[src/rtl/andrewm_uart_to_parallel.sv]
// UART 8N1 receiver: serial line in, one-entry byte holding register out with a
// valid/ready handshake, nibble read-out mux and sticky framing/overrun flags.
module andrewm_uart_to_parallel #(
    parameter int CLKS_PER_BIT = 256,
    parameter int HALF_BIT     = CLKS_PER_BIT / 2
) (
    input  logic       clk,
    input  logic       reset,
    input  logic       rx,
    input  logic       out_ready,
    input  logic       err_clear,
    input  logic       nibble_sel,
    output logic [7:0] out_data,
    output logic       out_valid,
    output logic [3:0] nibble_out,
    output logic       busy,
    output logic       frame_err,
    output logic       overrun
);

    localparam int CW = $clog2(CLKS_PER_BIT);
    localparam logic [CW-1:0] CNT_BIT_END  = CW'(CLKS_PER_BIT - 1);
    localparam logic [CW-1:0] CNT_HALF_END = CW'(HALF_BIT - 1);

    typedef enum logic [2:0] {
        IDLE  = 3'd0,
        START = 3'd1,
        DATA  = 3'd2,
        STOP  = 3'd3,
        BREAK = 3'd4
    } state_t;

    state_t        state;
    logic          rx_meta;
    logic          rx_s;
    logic [CW-1:0] cnt;
    logic [2:0]    bit_idx;
    logic [7:0]    shift;

    assign nibble_out = nibble_sel ? out_data[7:4] : out_data[3:0];

    // Synchronizer, receive FSM, holding register and sticky flags.
    // Later assignments in the same cycle override earlier ones, so a delivery
    // or flag-set event wins over the handshake drain and err_clear.
    always_ff @(posedge clk or posedge reset) begin
        if (reset) begin
            rx_meta   <= 1'b1;
            rx_s      <= 1'b1;
            state     <= IDLE;
            cnt       <= '0;
            bit_idx   <= 3'd0;
            shift     <= 8'h00;
            out_data  <= 8'h00;
            out_valid <= 1'b0;
            busy      <= 1'b0;
            frame_err <= 1'b0;
            overrun   <= 1'b0;
        end else begin
            rx_meta <= rx;
            rx_s    <= rx_meta;

            if (out_valid && out_ready) begin
                out_valid <= 1'b0;
            end
            if (err_clear) begin
                frame_err <= 1'b0;
                overrun   <= 1'b0;
            end

            case (state)
                IDLE: begin
                    cnt <= '0;
                    if (!rx_s) begin
                        state <= START;
                        busy  <= 1'b1;
                    end
                end
                START: begin
                    if (cnt == CNT_HALF_END) begin
                        cnt <= '0;
                        if (rx_s) begin
                            state <= IDLE;
                            busy  <= 1'b0;
                        end else begin
                            state   <= DATA;
                            bit_idx <= 3'd0;
                        end
                    end else begin
                        cnt <= cnt + 1'b1;
                    end
                end
                DATA: begin
                    if (cnt == CNT_BIT_END) begin
                        cnt     <= '0;
                        shift   <= {rx_s, shift[7:1]};
                        bit_idx <= bit_idx + 3'd1;
                        if (bit_idx == 3'd7) begin
                            state <= STOP;
                        end
                    end else begin
                        cnt <= cnt + 1'b1;
                    end
                end
                STOP: begin
                    if (cnt == CNT_BIT_END) begin
                        cnt <= '0;
                        if (rx_s) begin
                            // Back to IDLE mid stop bit so the next start edge is caught.
                            state <= IDLE;
                            busy  <= 1'b0;
                            if (!out_valid || out_ready) begin
                                out_data  <= shift;
                                out_valid <= 1'b1;
                            end else begin
                                overrun <= 1'b1;
                            end
                        end else begin
                            frame_err <= 1'b1;
                            state     <= BREAK;
                        end
                    end else begin
                        cnt <= cnt + 1'b1;
                    end
                end
                BREAK: begin
                    cnt <= '0;
                    if (rx_s) begin
                        state <= IDLE;
                        busy  <= 1'b0;
                    end
                end
                default: begin
                    state <= IDLE;
                    cnt   <= '0;
                    busy  <= 1'b0;
                end
            endcase
        end
    end

endmodule
[config.mk]
export PLATFORM = sky130hd
export DESIGN_NAME = andrewm_uart_to_parallel
export DESIGN_NICKNAME = d
export VERILOG_FILES = /design/src/rtl/andrewm_uart_to_parallel.sv
export SDC_FILE = /design/constraint.sdc
export NUM_CORES = 1
export LEC_CHECK = 0
export BUFFER_PORTS_ARGS = -buffer_cell sky130_fd_sc_hd__buf_2
export CORE_ASPECT_RATIO = 0.5
export CORE_MARGIN = 3
export CORE_UTILIZATION = 40
export DETAILED_ROUTE_END_ITERATION = 7
export SLEW_MARGIN = 20
export SYNTH_ARGS = -nofsm -noshare
export SYNTH_HDL_FRONTEND = slang
export SYNTH_SLANG_ARGS = --single-unit
[constraint.sdc]
create_clock -name clk -period 2.9 [get_ports clk]
set_input_delay 0.145 -clock clk [delete_from_list [all_inputs] [get_ports clk]]
set_output_delay 0.145 -clock clk [all_outputs]
set_load 0.02 [all_outputs]
==> results of run 1 <==
[worst max-delay path: stages, from the launching register on]
cell and delay (ns):
dfrtp_1 0.39, ha_1 0.22, nand2_1 0.14, or4b_4 0.58, nor3b_4 0.43, mux2_2 0.39
[cell families (layout without fill, tap and decap cells)]
group,count (synthesis),after routing,share of synthesized area [%]
muxes,22,22,15.6
DFF,36,36,56.9
buffers and inverters,13,41,3.31
xor gates and xnor gates,7,7,3.86
and+or+nand+nor,36,36,12.4
AOI/OAI and AO/OA,10,10,4.89
adders and majority gates,4,4,3.00
[cell type report]
type,instances,area (um2)
tap,51,63.8
multi-input combinational,79,631
clock inverter,1,5.00
sequential,36,903
timing repair buffer,25,140
clock buffer,7,76.3
inverter,8,30.0
fill,325,1770
[report_power, final]
part	total, mW	switching [mW]	internal (mW)	leakage [nW]
combinational	0.0207	0.0135	0.00726	0.396
sequential	0.506	0.00158	0.504	0.476
clock	0.342	0.173	0.169	0.0422
[repair_timing]
item,4_1_cts,5_1_grt
hold buffers,2,0
endpoints found under the hold margin,18,0
buffers inserted,0,0
[cells in the final DEF (no fill, tap or decap), types with 2 or more instances in the layout]
cell type	count
a22o_1	2
a31oi_1	2
buf_2	21
buf_4	2
clkbuf_1	2
clkbuf_8	5
dfrtp_1	34
dfstp_2	2
dlygate4sd3_1	2
ha_1	3
inv_1	8
mux2_2	22
nand2_1	6
nand3_1	2
nor2_1	15
nor3_1	3
xnor2_1	4
xor2_1	3
[worst max path at each step]
stage                     startpoint           to  slack [ns]  depth (start not counted)
after global routing          cnt[0]  out_data[4]        0.48                          5
after floorplan               cnt[0]  out_data[0]        0.86                          5
final                         cnt[0]  out_data[4]        0.63                          5
after CTS                     cnt[0]  out_data[4]        0.62                          5
after global placement        cnt[0]  out_data[2]        0.70                          5
after detailed placement      cnt[0]  out_data[2]        0.65                          5
[cell usage after synthesis, drive strengths merged]
cell / n / area [um2]
dfrtp: 34 / 851
mux2: 22 / 248
nor2: 15 / 56.3
inv: 8 / 30.0
nand2: 6 / 22.5
xnor2: 4 / 35.0
clkbuf: 3 / 12.5
ha: 3 / 37.5
nor3: 3 / 15.0
xor2: 3 / 26.3
a22o: 2 / 17.5
a31oi: 2 / 12.5
buf: 2 / 10.0
dfstp: 2 / 52.6
nand3: 2 / 10.0
a21oi: 1 / 5.00
a311oi: 1 / 8.76
a32o: 1 / 10.0
a32oi: 1 / 8.76
and2: 1 / 6.26
maj3: 1 / 10.0
nand2b: 1 / 6.26
nand4: 1 / 12.5
nor2b: 1 / 6.26
nor3b: 1 / 18.8
nor4b: 1 / 8.76
o22ai: 1 / 6.26
o32ai: 1 / 8.76
or2: 1 / 6.26
or3: 1 / 6.26
or4: 1 / 7.51
or4b: 1 / 13.8
[per-stage QoR]
stage	power, mW	std cells	hold slack (ns)	util (%)
finish	0.869	207	0.0499	51.1
detailed placement	0.535	197	0.254	48.3
floorplan	0.526	128	0.149	-
global placement	0.535	197	0.251	48.3
CTS	0.881	207	0.0428	51.1
global route	0.904	207	0.0523	51.1
[flip-flops by register name, summed over array words and instances (netlist names), 3 cells and up]
signal and count:
out_data 8, shift 8, cnt 8, state 3, bit_idx 3
[routing by layer]
metal  global-route usage, %  part of all wire [%]  up-vias
met3                    5.09                   3.8        4
met2                    21.9                    46       16
met4                    5.74                   1.4        0
met1                    17.5                    48      505
met5                       0                     0        -
li1                        -                     -      497
==> results.toml, run 1 <==
[die]
core_mm2 = 0.00362
design.portCount = 22
die_y_um = 50.5
die_area_mm2 = 0.00480
rows = 15
die_x_um = 95.1
initial_utilization_pct = 43.8

[synthesis]
netlist_area_mm2 = 0.00159
syn_inst = 128
avgSynthCellArea_um2 = 12.4
yosysSeqAreaShare_pct = 56.9
synth-seq-cells = 36
yosys.cell_types.count = 33
postSynthNetCount = 137
yosysWarnings = 0

[critical_path]
worstSetupPathType = "reg2reg"
start_kind = "flop"
critical_path_required_ns = 3.07
rr_endpoint = "out_data[4]"
endpoint_kind = "flop"
rrSetupSlack_ns = 0.63
r2r_cells = 5
r2r_start = "cnt[0]"
path_max_fanout = 8
cp_data_arrival_time_ns = 2.44

[timing]
tightest_slew_ns = 0.666
fin_crit_sh_pct = 78.2
rsz0062_at_grt = "no"
finalWorstSetupSlack_ns = 0.631
finalHoldViolCount = 0
final-max-slew-violation-count = 0
finalCriticalPeriod_ns = 2.27
setup_viol = 0
totalNegativeSetupSlack_ns = 0
max_freq_ghz = 0.441
relSlewSlack_pct = 55.5
clock-skew-final_ns = 0.00823

[worst_hold_path]
hold_path_depth = 2
min_path_type = "in2reg"
min-delay-start = "err_clear"
hold_end = "frame_err"

[routing]
routed_wirelength_um = 2850
drt_iter0_markers = 36
drc = 0
wl_per_cell_um = 13.8
first_pass_iters = 4
ant_nets = 0
vias = 1022
viasPerCell = 4.94

[run_status]
status = "complete, no violations"

[job]
maxCapViolCount = 0

[cells_and_area]
fin_area_mm2 = 0.00185
drive_gt1_share_pct = 36.5
fin_nets = 164
area_growth_pct = 16.6
diodes = 0

[place]
place_ws_ns = 0.648
routabilityCongestion = 0.770
io_buffers = 21
place_area_mm2 = 0.00175
dpl.hpwl_um = 1990

[global_routing]
antenna_found_initial = 0
grt_pass1_wl_um = 4920
grt_usage_pct = 14.0
grt-ovfl-total = 0
grt_max_degree = 20
grt_pass1_vias = 1060

[clocking]
cts.htree.levels = 2
max-clock-path-buffers = 2
cts_buffers = 5
cts_root_buf = "clkbuf_8"
path_clk_slew_ns = 0.08
clock_latency_ns = 0.29
cts_tree = "yes"
cts_sinks = 36
cts-resized-gates = 0

[power_and_ir_drop]
cellLeakagePower_nw = 0.915
p_per_area_mw_per_mm2 = 470
ir_drop_uv = 232
Power figures use the tool's default switching activity.
==> run 2: changes to the inputs <==
- ABC_AREA: unset -> 1
- clock period: 2.9 -> 2.1 ns (I/O delays scaled with it)
==> run 2 against run 1 <==
Synthesized cell count rose by 55%. Worst hold slack improved by 0.025 ns. First-iteration DRC count rose by 53%. Cell area rose by 9.5%. Non-clock buffer count fell by 1. Utilization fell by 0.99 points. Sequential share of layout area fell by 4.2 points. Area after synthesis rose by 9.5%. Via count rose by 26%. Critical path depth rose by 3.
==> results.toml, run 2 <==
[critical_path]
worstSetupPathType = "reg2reg"
critical_path_required_ns = 2.28
cp_data_arrival_time_ns = 1.66
start_kind = "flop"
path_delay_family = "simple AND/OR/NAND/NOR gates"
critPathMaxStageDelay_ns = 0.37
worst-path-buf-inv = 0
cp_slowest_cell = "dfrtp_1"
worstPathCellList = "ha_1 -> nand2_2 -> nor2_8 -> nand2_4 -> nor3_2 -> nand2_2 -> nand2_1 -> nand2_1"
endpoint_kind = "flop"
path_max_fanout = 8

[clocking]
max-clock-path-buffers = 2
path_clk_slew_ns = 0.07
cts_buffers = 5
cts_tree = "yes"
post_cts_buffers = 0
cts_root_buf = "clkbuf_8"
cts.htree.levels = 2
clock_latency_ns = 0.28
cts_sinks = 36

[place]
routabilityCongestion = 0.771
place_area_mm2 = 0.00190
dpl.hpwl_um = 2220
io_buffers = 21

[cells_and_area]
diodes = 0
final_common_cell = "nand2_1"
fin_area_mm2 = 0.00202
area_growth_pct = 16.6
fin_nets = 236
drive_gt1_share_pct = 22.8
reg.largest.list = "cnt (8), out_data (8), shift (8)"
final_cell_mix = "61 x nand2_1, 34 x dfrtp_1, 21 x buf_2"

[timing]
tightest_slew_ns = 0.451
setup_viol = 0
finalHoldViolCount = 0
finalCriticalPeriod_ns = 1.48
clock-skew-final_ns = 0.00681
final-max-slew-violation-count = 0
max_freq_ghz = 0.674
fin_crit_sh_pct = 70.7
totalNegativeSetupSlack_ns = 0
relSlewSlack_pct = 69.9
rsz0062_at_grt = "no"

[synthesis]
synth_edf_count = 0
synth_top_area_share_pct = 49.0
yosysSeqAreaShare_pct = 52.0
ys.flop_type = "dfrtp_1"
synth_top_cells_by_count = "61 x nand2_1, 34 x dfrtp_1, 20 x inv_1, 20 x nor2_1, 8 x nand3_1"
synth-seq-cells = 36
netlist_area_mm2 = 0.00174
async_reset_ff_share_pct = 100
yosysTopAreaCell = "dfrtp_1"
syn_inst = 199
yosysWarnings = 0
postSynthNetCount = 208
ys_top_cells_by_area = "dfrtp_1 49%, nand2_1 13%, inv_1 4.3%"
yosys.cell_types.count = 26
yosysMostFrequentCell = "nand2_1"
avgSynthCellArea_um2 = 8.73

[routing]
ant_nets = 0
drc = 0
first_pass_iters = 4
wl_per_cell_um = 10.8
vias = 1288
drt_iter0_markers = 55
viasPerCell = 4.57
routed_wirelength_um = 3040

[power_and_ir_drop]
p_seq_share_pct = 53.2
cellLeakagePower_nw = 1.16
p_per_area_mw_per_mm2 = 649
clkPwrFrac_pct = 44.5
ir_drop_uv = 316
pwr-share-comb_pct = 2.2
p_sw_mw = 0.256
sw_frac_of_total_pct = 19.5
fin_total_pwr_mw = 1.31
p_int_mw = 1.06

[worst_hold_path]
min_path_type = "in2reg"

[die]
initial_utilization_pct = 42.9
core_mm2 = 0.00404
die_y_um = 52.6
die_x_um = 99.2
die_area_mm2 = 0.00522
design.portCount = 22
rows = 16

[run_status]
status = "complete, no violations"

[global_routing]
grt_usage_pct = 13.3
grt_max_degree = 37
antenna_found_initial = 0
grt-ovfl-total = 0
grt_pass1_wl_um = 5420
grt_pass1_vias = 1237

[job]
maxCapViolCount = 0
-- run 2: cell count changes after synthesis, sizes merged, moves of 4 or more --
| cell | delta |
|---|---|
| nor2 | +11 |
| nand4 | +5 |
| nand2 | +62 |
| o21ai | +8 |
| inv | +14 |
| mux2 | -18 |
| nand3 | +6 |
| a21oi | +4 |
-- run 2: what timing repair did --
action,4_1_cts,5_1_grt
endpoints found under the setup margin,0,0
endpoints found under the hold margin,35,0
hold buffers,2,0
resized for setup,0,0
-- run 2: tightest hold or removal path: cells and delay by family --
family / cells / cell delay, ns
AOI/OAI and AO/OA: 1 / 0.05
buffers and inverters: 2 / 0.12
and+or+nand+nor: 1 / 0.05
-- run 2: per-layer routing --
metal,wire length (um),vias to the layer above,global-route usage [%]
met5,0,-,0
met4,29,0,5.44
met3,99,5,4.38
met2,1390,12,21.3
met1,1520,592,16.7
li1,-,679,-
-- run 2: power groups by stage --
stage / Sequential, mW / Clock [mW] / Combinational, mW
finish: 0.700 / 0.585 / 0.0295
global route: 0.699 / 0.635 / 0.0345
CTS: 0.699 / 0.605 / 0.0313
detailed placement: 0.713 / 0 / 0.0285
global placement: 0.712 / 0 / 0.0283
floorplan: 0.710 / 0 / 0.0183
-- run 2: worst paths after layout --
| check | end | startpoint | cells past startpoint | slack [ns] |
|---|---|---|---|---|
| min | overrun | err_clear | 4 | 0.08 |
| min reg2reg | rx_s | rx_meta | 0 | 0.36 |
| max reg2reg | out_data[3] | cnt[0] | 8 | 0.62 |
| max in group asynchronous | rx_s | reset | 4 | 1.30 |
| max | out_data[3] | cnt[0] | 8 | 0.62 |
| min in group asynchronous | cnt[5] | reset | 4 | 0.46 |
-- run 2: cell type report --
| class | count | area (um2) |
|---|---|---|
| tap | 54 | 67.6 |
| sequential | 36 | 903 |
| timing repair buffer | 24 | 133 |
| multi-input combinational | 138 | 731 |
| fill | 392 | 2020 |
| clock buffer | 6 | 72.6 |
| inverter | 22 | 82.6 |
| clock inverter | 2 | 35.0 |
-- run 2: per-stage QoR --
stage,setup slack [ns],hold WS (ns),cells,util [%]
floorplan,0.695,0.109,199,-
global placement,0.646,0.212,272,46.9
detailed placement,0.603,0.211,272,46.9
CTS,0.597,0.0740,282,50.1
global route,0.458,0.104,282,50.1
finish,0.616,0.0752,282,50.1
-- run 2: cells by family (layout without fill, tap and decap cells) --
family	count (synthesis)	count (layout)	synth area share (%)
flip-flops	36	36	52.0
XOR/XNOR	5	5	2.52
AND/OR/NAND/NOR	112	112	30.6
buffers and inverters	25	54	5.91
multiplexers	4	4	2.59
adder cells (fa/ha/maj)	3	3	2.16
AO/OA/AOI/OAI	14	14	4.18
